===== src/rtl/vram_pkg.sv =====
// Shared geometry, issue tags and host FSM encoding for the text VRAM scheduler.
package vram_pkg;

  localparam int H_VISIBLE     = 640;
  localparam int V_VISIBLE     = 480;
  localparam int H_TOTAL_DEF   = 800;
  localparam int V_TOTAL_DEF   = 525;
  localparam int CELL_W        = 8;
  localparam int CELL_H        = 16;
  localparam int WORDS_ROW_DEF = 20;
  localparam int VRAM_WORDS_DEF = 600;

  // Pixel phase inside a 32-pixel word span at which the next word is fetched.
  localparam logic [4:0] INLINE_PHASE = 5'd24;

  typedef enum logic [1:0] {TAG_NONE, TAG_VID, TAG_HOST} issue_tag_e;
  typedef enum logic [1:0] {HST_IDLE, HST_GRANT, HST_ACK} host_state_e;
  typedef enum logic [1:0] {HK_VRAM, HK_CTRL, HK_NONE} host_kind_e;

  // row*20 as shift-add; exact for rows 0..29 in 10 bits.
  function automatic logic [9:0] row_base(input logic [4:0] row);
    logic [9:0] r;
    r = {5'd0, row};
    return (r << 4) + (r << 2);
  endfunction

endpackage


===== src/rtl/vram_video_prefetch.sv =====
// Video fetch slot timing/address from the raster position, plus the
// next_word/cur_word double buffer and the per-cell character byte mux.
module vram_video_prefetch
  import vram_pkg::*;
#(
  parameter int H_TOTAL       = H_TOTAL_DEF,
  parameter int V_TOTAL       = V_TOTAL_DEF,
  parameter int WORDS_PER_ROW = WORDS_ROW_DEF
) (
  input  logic        pixel_clk,
  input  logic        arstn,
  input  logic [9:0]  draw_x_i,
  input  logic [9:0]  draw_y_i,
  input  logic        data_vld_i,
  input  logic [31:0] data_i,
  output logic        slot_o,
  output logic [9:0]  slot_addr_o,
  output logic [7:0]  char_byte_o
);

  localparam logic [9:0] X_LAST         = 10'(H_TOTAL - 1);
  localparam logic [9:0] Y_LAST         = 10'(V_TOTAL - 1);
  localparam logic [9:0] X_LINE_FETCH   = 10'(H_TOTAL - CELL_W);
  localparam logic [9:0] Y_VIS          = 10'(V_VISIBLE);
  localparam logic [4:0] LAST_FETCH_COL = 5'(WORDS_PER_ROW - 1);

  logic [9:0]  ny;
  logic        inline_hit;
  logic        line_hit;
  logic [31:0] next_word_q, next_word_d;
  logic [31:0] cur_word_q, cur_word_d;

  always_comb begin
    ny          = (draw_y_i == Y_LAST) ? 10'd0 : draw_y_i + 10'd1;
    inline_hit  = (draw_x_i[4:0] == INLINE_PHASE) && (draw_x_i[9:5] < LAST_FETCH_COL) &&
                  (draw_y_i < Y_VIS);
    line_hit    = (draw_x_i == X_LINE_FETCH) && (ny < Y_VIS);
    slot_o      = inline_hit || line_hit;
    slot_addr_o = '0;
    if (line_hit) begin
      slot_addr_o = row_base(ny[8:4]);
    end else if (inline_hit) begin
      slot_addr_o = row_base(draw_y_i[8:4]) + {5'd0, draw_x_i[9:5]} + 10'd1;
    end
  end

  always_comb begin
    next_word_d = data_vld_i ? data_i : next_word_q;
    cur_word_d  = cur_word_q;
    if ((draw_x_i[4:0] == 5'd31) || (draw_x_i == X_LAST)) begin
      cur_word_d = next_word_q;
    end
  end

  always_ff @(posedge pixel_clk) begin
    if (!arstn) begin
      next_word_q <= '0;
      cur_word_q  <= '0;
    end else begin
      next_word_q <= next_word_d;
      cur_word_q  <= cur_word_d;
    end
  end

  // Byte 0 is the leftmost cell of the word.
  always_comb begin
    char_byte_o = '0;
    case (draw_x_i[4:3])
      2'd0: char_byte_o = cur_word_q[7:0];
      2'd1: char_byte_o = cur_word_q[15:8];
      2'd2: char_byte_o = cur_word_q[23:16];
      2'd3: char_byte_o = cur_word_q[31:24];
      default: char_byte_o = '0;
    endcase
  end

endmodule


===== src/rtl/vram_port_scheduler.sv =====
// Arbitrates the single-port text VRAM between video prefetch (absolute priority)
// and the host word port; holds the control register at word VRAM_WORDS.
module vram_port_scheduler
  import vram_pkg::*;
#(
  parameter int H_TOTAL       = H_TOTAL_DEF,
  parameter int V_TOTAL       = V_TOTAL_DEF,
  parameter int VRAM_WORDS    = VRAM_WORDS_DEF,
  parameter int WORDS_PER_ROW = WORDS_ROW_DEF
) (
  input  logic        pixel_clk,
  input  logic        arstn,
  input  logic [9:0]  drawX,
  input  logic [9:0]  drawY,
  input  logic        host_req,
  input  logic        host_we,
  input  logic [9:0]  host_addr,
  input  logic [3:0]  host_be,
  input  logic [31:0] host_wdata,
  output logic [31:0] host_rdata,
  output logic        host_ack,
  output logic        vram_en,
  output logic [3:0]  vram_we,
  output logic [9:0]  vram_addr,
  output logic [31:0] vram_wdata,
  input  logic [31:0] vram_rdata,
  output logic [7:0]  char_byte,
  output logic [31:0] ctrl_reg
);

  localparam logic [9:0] CTRL_ADDR = 10'(VRAM_WORDS);

  host_state_e state_q, state_d;
  issue_tag_e  tag_q, tag_d, tag_rd_q;
  host_kind_e  kind_q, kind_d, kind_in;
  logic        hwe_q, hwe_d;
  logic [3:0]  hbe_q, hbe_d;
  logic [31:0] hwdata_q, hwdata_d;
  logic        vram_en_q, vram_en_d;
  logic [3:0]  vram_we_q, vram_we_d;
  logic [9:0]  vram_addr_q, vram_addr_d;
  logic [31:0] vram_wdata_q, vram_wdata_d;
  logic [31:0] ctrl_q, ctrl_d;
  logic        vid_slot;
  logic [9:0]  vid_addr;
  logic        grant;

  vram_video_prefetch #(
    .H_TOTAL      (H_TOTAL),
    .V_TOTAL      (V_TOTAL),
    .WORDS_PER_ROW(WORDS_PER_ROW)
  ) u_prefetch (
    .pixel_clk  (pixel_clk),
    .arstn      (arstn),
    .draw_x_i   (drawX),
    .draw_y_i   (drawY),
    .data_vld_i (tag_rd_q == TAG_VID),
    .data_i     (vram_rdata),
    .slot_o     (vid_slot),
    .slot_addr_o(vid_addr),
    .char_byte_o(char_byte)
  );

  always_comb begin
    kind_in = HK_NONE;
    if (host_addr < CTRL_ADDR)       kind_in = HK_VRAM;
    else if (host_addr == CTRL_ADDR) kind_in = HK_CTRL;

    // IDLE already implies nothing in flight and host_ack low.
    grant = host_req && !vid_slot && (state_q == HST_IDLE);

    state_d = state_q;
    case (state_q)
      HST_IDLE:  if (grant) state_d = HST_GRANT;
      HST_GRANT: state_d = HST_ACK;
      HST_ACK:   state_d = HST_IDLE;
      default:   state_d = HST_IDLE;
    endcase

    kind_d   = kind_q;
    hwe_d    = hwe_q;
    hbe_d    = hbe_q;
    hwdata_d = hwdata_q;
    if (grant) begin
      kind_d   = kind_in;
      hwe_d    = host_we;
      hbe_d    = host_be;
      hwdata_d = host_wdata;
    end

    vram_en_d    = 1'b0;
    vram_we_d    = '0;
    vram_addr_d  = '0;
    vram_wdata_d = '0;
    tag_d        = TAG_NONE;
    if (vid_slot) begin
      vram_en_d   = 1'b1;
      vram_addr_d = vid_addr;
      tag_d       = TAG_VID;
    end else if (grant && (kind_in == HK_VRAM)) begin
      vram_en_d    = 1'b1;
      vram_we_d    = host_we ? host_be : 4'b0000;
      vram_addr_d  = host_addr;
      vram_wdata_d = host_wdata;
      tag_d        = TAG_HOST;
    end

    ctrl_d = ctrl_q;
    if ((state_q == HST_GRANT) && hwe_q && (kind_q == HK_CTRL)) begin
      for (int b = 0; b < 4; b++) begin
        if (hbe_q[b]) ctrl_d[b*8 +: 8] = hwdata_q[b*8 +: 8];
      end
    end
  end

  always_ff @(posedge pixel_clk) begin
    if (!arstn) begin
      state_q      <= HST_IDLE;
      tag_q        <= TAG_NONE;
      tag_rd_q     <= TAG_NONE;
      kind_q       <= HK_NONE;
      hwe_q        <= 1'b0;
      hbe_q        <= '0;
      hwdata_q     <= '0;
      vram_en_q    <= 1'b0;
      vram_we_q    <= '0;
      vram_addr_q  <= '0;
      vram_wdata_q <= '0;
      ctrl_q       <= '0;
    end else begin
      state_q      <= state_d;
      tag_q        <= tag_d;
      tag_rd_q     <= tag_q;
      kind_q       <= kind_d;
      hwe_q        <= hwe_d;
      hbe_q        <= hbe_d;
      hwdata_q     <= hwdata_d;
      vram_en_q    <= vram_en_d;
      vram_we_q    <= vram_we_d;
      vram_addr_q  <= vram_addr_d;
      vram_wdata_q <= vram_wdata_d;
      ctrl_q       <= ctrl_d;
    end
  end

  // Read data for the host arrives in the ACK cycle, one cycle after its issue.
  always_comb begin
    host_rdata = '0;
    if ((state_q == HST_ACK) && !hwe_q) begin
      case (kind_q)
        HK_VRAM: host_rdata = vram_rdata;
        HK_CTRL: host_rdata = ctrl_q;
        default: host_rdata = '0;
      endcase
    end
  end

  assign host_ack   = (state_q == HST_ACK);
  assign vram_en    = vram_en_q;
  assign vram_we    = vram_we_q;
  assign vram_addr  = vram_addr_q;
  assign vram_wdata = vram_wdata_q;
  assign ctrl_reg   = ctrl_q;

endmodule


===== config.mk =====
export PLATFORM = sky130hd
export DESIGN_NAME = vram_port_scheduler
export DESIGN_NICKNAME = d
export VERILOG_FILES = /design/src/rtl/vram_pkg.sv /design/src/rtl/vram_video_prefetch.sv /design/src/rtl/vram_port_scheduler.sv
export SDC_FILE = /design/constraint.sdc
export NUM_CORES = 1
export LEC_CHECK = 0
export CORE_ASPECT_RATIO = 1.25
export CORE_MARGIN = 5
export CORE_UTILIZATION = 43
export DETAILED_ROUTE_END_ITERATION = 6
export PLACE_DENSITY = 0.76
export SLEW_MARGIN = 20
export SYNTH_ARGS = -nofsm -noshare
export SYNTH_HDL_FRONTEND = slang
export SYNTH_SLANG_ARGS = --single-unit

===== constraint.sdc =====
create_clock -name pixel_clk -period 2.1 [get_ports pixel_clk]
set_input_delay 0.42 -clock pixel_clk [delete_from_list [all_inputs] [get_ports pixel_clk]]
set_output_delay 0.42 -clock pixel_clk [all_outputs]
set_load 0.02 [all_outputs]

==> results.sh, run 1 <==
export IMPL_fp_dieArea_um2=21350
export IMPL_setup_violations_final=0
export IMPL_crit_chain="clkdlybuf4s15_1 -> buf_6 -> mux4_2 -> clkdlybuf4s15_2"
export IMPL_rsz0062_at_grt="false"
export IMPL_post_drt_wl_per_cell_um=17.66
export IMPL_grt_util_met1=0.2605
export IMPL_fin_cells=1401
export IMPL_startpoint_type="input pin"
export IMPL_portBuffers=221
export IMPL_numClockSinks=188
export IMPL_ir_drop_uv=555.8
export IMPL_slowest_delay_ns=0.51
export IMPL_hp_class="in2reg"
export IMPL_num_io_pins=222
export IMPL_final_common_cell="dfxtp_1"
export IMPL_start_util=0.4382
export IMPL_max_slew_margin=0.6548
export IMPL_yosys_warnings=0
export IMPL_clk_latency_ns=0.43
export IMPL_avgSynthCellArea_um2=9.097
export IMPL_core_area_um2=18170
export IMPL_power_density_nw_per_um2=672.0
export IMPL_die_height_um=162.1
export IMPL_first_pass_iters=4
export IMPL_num_rows=55
export IMPL_yosys_area_top_type="dfxtp_1"
export IMPL_final_util=0.6498
export IMPL_synthTopCellsByArea="dfxtp_1 (47%), nand2_1 (8.1%), mux2i_1 (8.0%), a21boi_0 (6.1%), and3_1 (3.5%)"
export IMPL_synth_ff_type="dfxtp_1"
export IMPL_dp_cells=1353
export IMPL_die_x_um=131.7
export IMPL_cts_root_buf="clkbuf_16"
export IMPL_max_freq_mhz=491.3
export IMPL_synth_edf_count=0
export IMPL_diodes=0
export IMPL_drtIter0Drc=496
export IMPL_vias=7187
export IMPL_avgViaCountPerCell=5.130
export IMPL_synth_cell_type_count=54
export IMPL_fin_crit_sh=0.9693
export IMPL_drive_gt1_frac=0.2097
export IMPL_syn_to_final_growth_pct=48.30
export IMPL_met2_usage=0.4050
export IMPL_hpwl_um=18380
export IMPL_synthesis_area_um2=7960
export IMPL_grt_max_degree=135
export IMPL_synth_seq_cells=188
export IMPL_gr_usage_met3=0.04275
export IMPL_grt_util_all_layers=0.2271
export IMPL_clkTransAtPathRegs_ns=0.07
export IMPL_path_delay_family="buffers and inverters"
export IMPL_cp_slowest_cell="mux4_2"
export IMPL_hold_viol_final=0
export IMPL_synth_top_area_share=0.4728
export IMPL_top_usage_layer="met2"
export IMPL_wirelength_um=24740
export IMPL_grt_pass1_vias=7252
export IMPL_cts_buffer_depth=2
export IMPL_postSynth_asyncResetShare=0
export IMPL_final_net_count=1278
export IMPL_crit_path_end_kind="output port"
export IMPL_tritoncts="yes"
export IMPL_tightest_slew_ns=0.5178
export IMPL_maxCapViolCount=0
export IMPL_skew_ns=0.01292
export IMPL_p_leak_uw=0.004597
export IMPL_slew_viol_final=0
export IMPL_crit_arrival_ns=1.62
export IMPL_critical_path_max_fanout=5
export IMPL_place_gp_congestion=0.9701
export IMPL_grt_pass1_wl_um=38530
export IMPL_ant_nets=0
export IMPL_period_needed_ns=2.036
export IMPL_path_buf_inv=3
export IMPL_synthCells=875
export IMPL_cts_max_level=4
export IMPL_drc=0
export IMPL_final_cell_mix="dfxtp_1 (186), nand2_1 (171), clkdlybuf4s50_1 (160)"
export IMPL_required_ns=1.68
export IMPL_synth_yosys_seq_area_share=0.4728
export IMPL_cts_buffers=17
export IMPL_status="completed"
export IMPL_synthesis_nets=993
export IMPL_gr_total_overflow=0
export IMPL_grt_antenna_before_repair=0
export IMPL_crit_type="in2out"
through the flow:
step	TNS [ns]	instance area, um^2	total power (uW)	setup WS, ns	hold slack (ns)
6_report	0	11810	7933	0.06450	0.3276
4_1_cts	-0.001345	11940	7998	-0.001345	0.3088
3_5_place_dp	-63.75	11060	4721	-0.7654	0.4214
5_1_grt	0	11810	8237	0.01984	0.3220
2_1_floorplan	-0.1051	8051	4192	-0.07644	0.4119
3_3_place_gp	-62.51	11060	4706	-0.7095	0.4233
final timing paths:
check | start | endpoint | slack (ns) | cells after the start
hold reg to reg | tag_q[1] | tag_rd_q[1] | 0.45 | 1
setup reg to reg | state_q[0] | ctrl_reg[10] | 0.25 | 4
setup / recovery | drawX[3] | char_byte[3] | 0.06 | 4
hold / removal | drawX[5] | vram_addr[0] | 0.33 | 3
logic make-up after synthesis:
| family | after synthesis | share of synthesized area |
|---|---|---|
| AOI/OAI and AO/OA | 140 | 0.1229 |
| xor gates and xnor gates | 10 | 0.01100 |
| adders and majority gates | 17 | 0.02829 |
| buffers and inverters | 73 | 0.03914 |
| DFF | 188 | 0.4728 |
| muxes | 73 | 0.1045 |
| and+or+nand+nor | 374 | 0.2213 |
cell type report:
| type | count | area [um^2] |
|---|---|---|
| flip-flops and latches | 188 | 3766 |
| well taps | 228 | 285.3 |
| inverters | 8 | 30.03 |
| repair buffers | 331 | 3004 |
| fillers | 1531 | 6362 |
| clock inverters | 15 | 173.9 |
| multi-input cells | 614 | 4120 |
| clock buffers | 17 | 425.4 |
report_power, final:
part	switching (uW)	internal, uW	total (uW)
Clock	1510	1700	3210
Combinational	467	565	1030
Sequential	45.3	3650	3690
Total	2020	5910	7930
routing by layer:
metal  vias up  share of wire
met2       197           0.52
met5         -              0
met3        48          0.046
met4         0          0.036
li1       3561              -
met1      3381           0.40
cells in the mapped netlist, types with 7 or more instances:
cell	n
and3_1	44
and2_1	7
a21boi_0	65
mux4_2	8
nor2b_1	34
nand3_1	47
nor2_1	46
xnor2_1	7
inv_1	8
dfxtp_1	188
clkbuf_1	51
mux2i_1	64
o21ai_0	38
nand2_1	172
ha_1	14
worst min-delay path: cells and delay by family:
family / cells / cell delay [ns]
AO/OA/AOI/OAI: 1 / 0.06
buffers and inverters: 2 / 0.24
repair_timing:
action,CTS,global route
endpoints found under the setup margin,127,109
pin swaps,18,27
setup buffers,9,5
gates cloned,3,0
resized for setup,161,74
hold buffers,0,0
(Power assumes the default switching activity.)
==> run 2, diff against run 1 <==
--- a/config.mk
+++ b/config.mk
@@ -5,11 +5,12 @@
 export SDC_FILE = /design/constraint.sdc
 export NUM_CORES = 1
 export LEC_CHECK = 0
+export ABC_AREA = 1
 export CORE_ASPECT_RATIO = 1.25
 export CORE_MARGIN = 5
-export CORE_UTILIZATION = 43
+export CORE_UTILIZATION = 44
 export DETAILED_ROUTE_END_ITERATION = 6
-export PLACE_DENSITY = 0.76
+export PLACE_DENSITY = 0.77
 export SLEW_MARGIN = 20
 export SYNTH_ARGS = -nofsm -noshare
 export SYNTH_HDL_FRONTEND = slang
==> results.sh, run 2 <==
export IMPL_gr_total_overflow=0
export IMPL_setup_violations_final=1
export IMPL_grt_pass1_wl_um=41270
export IMPL_whs_ns=0.3327
export IMPL_core_area_um2=18030
export IMPL_synth_yosys_seq_area_share=0.4677
export IMPL_synth_seq_cells=188
export IMPL_synthesis_nets=1255
export IMPL_grt_pass1_vias=8277
export IMPL_fin_crit_sh=1.009
export IMPL_num_rows=55
export IMPL_synth_ff_type="dfxtp_1"
export IMPL_crit_arrival_ns=1.70
export IMPL_numClockSinks=188
export IMPL_maxCapViolCount=0
export IMPL_max_freq_mhz=472.1
export IMPL_avgViaCountPerCell=4.941
export IMPL_synthCells=1137
export IMPL_status="finished with violations"
export IMPL_die_height_um=161.2
export IMPL_timing_rr_end="ctrl_reg[21]"
export IMPL_avgSynthCellArea_um2=7.077
export IMPL_drtIter0Drc=505
export IMPL_post_drt_wl_per_cell_um=15.55
export IMPL_multi_input_area_um2=3854
export IMPL_ant_nets=0
export IMPL_hold_path_depth=3
export IMPL_ir_drop_uv=597.8
export IMPL_skew_ns=0.01029
export IMPL_vias=8410
export IMPL_final_util=0.6887
export IMPL_synth_top_area_share=0.4677
export IMPL_start_util=0.4463
export IMPL_clkTransAtPathRegs_ns=0.07
export IMPL_seq_area_um2=3769
export IMPL_required_ns=1.68
export IMPL_tightest_slew_ns=0.9063
export IMPL_first_pass_iters=7
export IMPL_yosysMostFrequentCell="nor2_1"
export IMPL_synth_commonest_cells="nor2_1 (273), nand2_1 (192), dfxtp_1 (188), inv_1 (119), o21ai_0 (102)"
export IMPL_rsz0062_at_grt="true"
export IMPL_power_density_nw_per_um2=649.0
export IMPL_cts_max_level=4
export IMPL_cts_buffer_depth=2
export IMPL_tritoncts="yes"
export IMPL_final_common_cell="nor2_1"
export IMPL_cts_root_buf="clkbuf_16"
export IMPL_hold_buffers=0
export IMPL_hpwl_um=18850
export IMPL_final_net_count=1579
export IMPL_drive_gt1_frac=0.2023
export IMPL_grt_antenna_before_repair=1
export IMPL_syn_to_final_growth_pct=54.31
export IMPL_clk_latency_ns=0.43
export IMPL_period_needed_ns=2.118
export IMPL_synth_edf_count=0
export IMPL_die_x_um=131.0
export IMPL_fin_total_pwr_uw=8058
export IMPL_wirelength_um=26470
export IMPL_portBuffers=221
export IMPL_startpoint_type="flop"
export IMPL_cts_buffers=17
export IMPL_grt_max_degree=125
export IMPL_r2r_slack_ns=0.31
export IMPL_slew_viol_final=0
export IMPL_finalSetupTns_ns=-0.01842
export IMPL_synth_cell_type_count=35
export IMPL_postSynth_asyncResetShare=0
export IMPL_min_from="arstn"
export IMPL_crit_type="reg2out"
export IMPL_fillers=1453
export IMPL_holdPathEnd="hwdata_q[18]"
export IMPL_final_cell_mix="nor2_1 (266), dfxtp_1 (186), nand2_1 (181)"
export IMPL_hold_viol_final=0
export IMPL_fp_dieArea_um2=21110
export IMPL_synthTopCellsByArea="dfxtp_1 (47%), nor2_1 (13%), nand2_1 (9.0%), o21ai_0 (6.3%), inv_1 (5.6%)"
export IMPL_p_leak_uw=0.005812
export IMPL_timing_rr_start="kind_q[0]"
export IMPL_yosys_area_top_type="dfxtp_1"
export IMPL_drc=1
export IMPL_rr_worst_depth=9
export IMPL_dp_slack_ns=-0.7054
export IMPL_place_gp_congestion=0.8896
export IMPL_grt_util_all_layers=0.2429
export IMPL_setup_slack_ns=-0.01842
export IMPL_crit_path_end_kind="output port"
export IMPL_violations="design-rule violations, negative setup slack"
export IMPL_num_io_pins=222
export IMPL_synthesis_area_um2=8046
export IMPL_max_slew_margin=0.3951
export IMPL_yosys_warnings=0
export IMPL_hp_class="in2reg"
export IMPL_critical_path_max_fanout=6
[run 2: cell count changes after synthesis, sizes merged, moves of 34 or more]
cell / previous run / this run
nor2: 46 / 277
inv: 8 / 119
a21oi: 4 / 74
a21boi: 65 / 0
mux2i: 64 / 0
o21ai: 43 / 103
and3: 44 / 1
nor2b: 34 / 0
[run 2: critical path, stage by stage, from the launching register on]
cell and delay, ns:
dfxtp_4 0.37, inv_4 0.05, nor2_4 0.15, buf_12 0.17, clkbuf_16 0.15, nand2_1 0.07
a21oi_2 0.15, buf_4 0.16
[run 2: cell type report]
| cell class | count | share of cell area |
|---|---|---|
| Antenna cell | 1 | 0.0002015 |
| Inverter | 119 | 0.03617 |
| Timing Repair Buffer | 363 | 0.2804 |
| Multi-Input combinational cell | 772 | 0.3104 |
| Tap cell | 228 | 0.02297 |
| Clock inverter | 14 | 0.01209 |
| Sequential cell | 188 | 0.3035 |
| Clock buffer | 17 | 0.03426 |
[run 2: what timing repair did]
item / CTS / global route
gates resized for setup: 220 / 66
cloned: 2 / 2
setup buffers: 3 / 1
setup endpoints to repair: 114 / 73
pin swaps: 11 / 17
[run 2: through the flow]
| stage | area, um^2 | cells |
|---|---|---|
| 2_1_floorplan | 8061 | 1137 |
| 3_3_place_gp | 11470 | 1662 |
| 3_5_place_dp | 11470 | 1662 |
| 4_1_cts | 12140 | 1698 |
| 5_1_grt | 12420 | 1702 |
| 6_report | 12420 | 1702 |
[run 2: cells by family after synthesis]
family	after synthesis	share of synthesized area
compound gates	187	0.1197
xor+xnor	3	0.003266
fa+ha+maj	16	0.02675
buf+inv	177	0.08817
flops	188	0.4677
simple gates	566	0.2944
[run 2: power breakdown]
group,switching [uW],internal [uW],total [uW]
clock,1470,1680,3150
sequential,38.7,3670,3710
combinational,605,589,1190
total,2120,5940,8060
[run 2: metal layers]
layer | track usage | vias to the layer above | part of all wire
li1 | - | 4262 | -
met5 | 0 | - | 0
met3 | 0.07178 | 64 | 0.066
met4 | 0.09588 | 0 | 0.038
met1 | 0.2826 | 3830 | 0.39
met2 | 0.4138 | 254 | 0.50
[run 2: worst max path at each step]
stage | from | to | slack (ns) | cells after the start
floorplan | drawY[0] | vram_addr[8] | -0.01 | 17
global placement | drawY[4] | vram_addr[7] | -0.68 | 13
detailed placement | drawY[4] | vram_addr[8] | -0.71 | 18
CTS | kind_q[0] | host_rdata[25] | 0.002 | 7
global route | kind_q[0] | host_rdata[1] | -0.08 | 7
finish | kind_q[0] | host_rdata[1] | -0.02 | 7
==> run 3, diff against run 2 <==
==> constraint.sdc (replaced) <==
create_clock -name pixel_clk -period 2.1 [get_ports pixel_clk]
set_input_delay 0.525 -clock pixel_clk [delete_from_list [all_inputs] [get_ports pixel_clk]]
set_output_delay 0.525 -clock pixel_clk [all_outputs]
set_load 0.02 [all_outputs]
==> results.sh, run 3 (synthesis results as in run 2) <==
export IMPL_num_rows=55
export IMPL_vias=8464
export IMPL_start_util=0.4463
export IMPL_skew_ns=0.01440
export IMPL_rr_worst_depth=10
export IMPL_crit_path_end_kind="output port"
export IMPL_hp_class="reg2reg"
export IMPL_period_needed_ns=2.216
export IMPL_first_pass_iters=5
export IMPL_crit_type="reg2out"
export IMPL_post_drt_wl_per_cell_um=16.64
export IMPL_hold_buffers=0
export IMPL_num_io_pins=222
export IMPL_cts_max_level=4
export IMPL_maxCapViolCount=0
export IMPL_required_ns=1.57
export IMPL_die_height_um=161.2
export IMPL_ant_nets=0
export IMPL_ir_drop_uv=492.0
export IMPL_place_gp_congestion=0.8742
export IMPL_hold_viol_final=0
export IMPL_clkTransAtPathRegs_ns=0.07
export IMPL_drive_gt1_frac=0.2102
export IMPL_slew_viol_final=0
export IMPL_startpoint_type="flop"
export IMPL_max_freq_mhz=451.3
export IMPL_avgViaCountPerCell=4.982
export IMPL_hpwl_um=18680
export IMPL_die_x_um=131.0
export IMPL_final_net_count=1575
export IMPL_max_slew_margin=0.4130
export IMPL_core_area_um2=18030
export IMPL_grt_pass1_wl_um=41200
export IMPL_grt_antenna_before_repair=1
export IMPL_final_common_cell="nor2_1"
export IMPL_grt_pass1_vias=8153
export IMPL_grt_max_degree=78
export IMPL_fp_dieArea_um2=21110
export IMPL_numClockSinks=188
export IMPL_setup_violations_final=30
export IMPL_final_cell_mix="nor2_1 (269), dfxtp_1 (185), nand2_1 (174)"
export IMPL_timing_rr_end="ctrl_reg[30]"
export IMPL_drc=0
export IMPL_gr_total_overflow=0
export IMPL_setup_slack_ns=-0.1160
export IMPL_grt_util_all_layers=0.2432
export IMPL_crit_arrival_ns=1.69
export IMPL_rsz0062_at_grt="true"
export IMPL_holdPathEnd="tag_rd_q[1]"
export IMPL_cts_buffer_depth=2
export IMPL_tritoncts="yes"
export IMPL_min_from="tag_q[1]"
export IMPL_status="finished with violations"
export IMPL_finalSetupTns_ns=-1.584
export IMPL_wirelength_um=28280
export IMPL_clk_latency_ns=0.43
export IMPL_syn_to_final_growth_pct=56.04
export IMPL_p_leak_uw=0.005963
export IMPL_power_density_nw_per_um2=652.8
export IMPL_timing_rr_start="kind_q[0]"
export IMPL_r2r_slack_ns=0.27
export IMPL_whs_ns=0.4143
export IMPL_cts_buffers=17
export IMPL_cts_root_buf="clkbuf_16"
export IMPL_portBuffers=221
export IMPL_fin_crit_sh=1.055
export IMPL_tightest_slew_ns=0.8795
export IMPL_critical_path_max_fanout=4
export IMPL_hold_path_depth=2
export IMPL_violations="negative setup slack"
export IMPL_drtIter0Drc=558
-- run 3: area by class of cell --
type / count / area [um^2]
sequential: 188 / 3767
tap: 228 / 285.3
inverter: 119 / 449.2
fill: 1495 / 5474
timing repair buffer: 359 / 3495
clock inverter: 15 / 178.9
multi-input combinational: 772 / 3953
antenna: 1 / 2.502
clock buffer: 17 / 425.4
-- run 3: where the power goes --
group	leakage, uW	switching, uW	internal [uW]
Sequential	0.00153	37.9	3670
Combinational	0.00414	639	605
Clock	0.000297	1530	1710
Total	0.00596	2210	5990
-- run 3: metrics by stage --
stage	instances	power, uW	instance area, um^2	utilization	setup slack, ns
after floorplan	1137	4319	8089	-	-0.04417
after global placement	1636	4888	11240	0.6235	-0.7865
after detailed placement	1636	4907	11240	0.6235	-0.8501
after CTS	1680	8122	11980	0.6642	-0.1499
after global routing	1699	8531	12560	0.6964	-0.1657
final	1699	8196	12560	0.6964	-0.1160
-- run 3: timing repair --
item / CTS / global route
gates cloned: 1 / 10
endpoints found under the setup margin: 128 / 121
pin swaps: 7 / 22
gates resized for setup: 245 / 94
buffers inserted: 11 / 9
hold endpoints to repair: 0 / 0
-- run 3: critical path: stages (launching register included) --
cell and delay, ns:
dfxtp_2 0.35, inv_4 0.05, nor2_4 0.11, buf_6 0.14, buf_12 0.13, buf_8 0.12
nand2_4 0.06, a21oi_4 0.16, buf_6 0.14
-- run 3: how the worst max path moves through the flow --
stage | start | endpoint | cells after the start | slack (ns)
floorplan | drawY[0] | vram_addr[8] | 17 | -0.04
global placement | drawY[4] | vram_addr[8] | 18 | -0.79
detailed placement | drawY[4] | vram_addr[8] | 18 | -0.85
CTS | kind_q[0] | host_rdata[22] | 9 | -0.15
global route | kind_q[0] | host_rdata[18] | 8 | -0.17
finish | kind_q[0] | host_rdata[18] | 8 | -0.12
-- run 3: layer usage --
metal / global-route usage / wire length [um]
met1: 0.2892 / 11070
met2: 0.4258 / 14550
met3: 0.06914 / 1948
met4: 0.06221 / 714
met5: 0 / 0
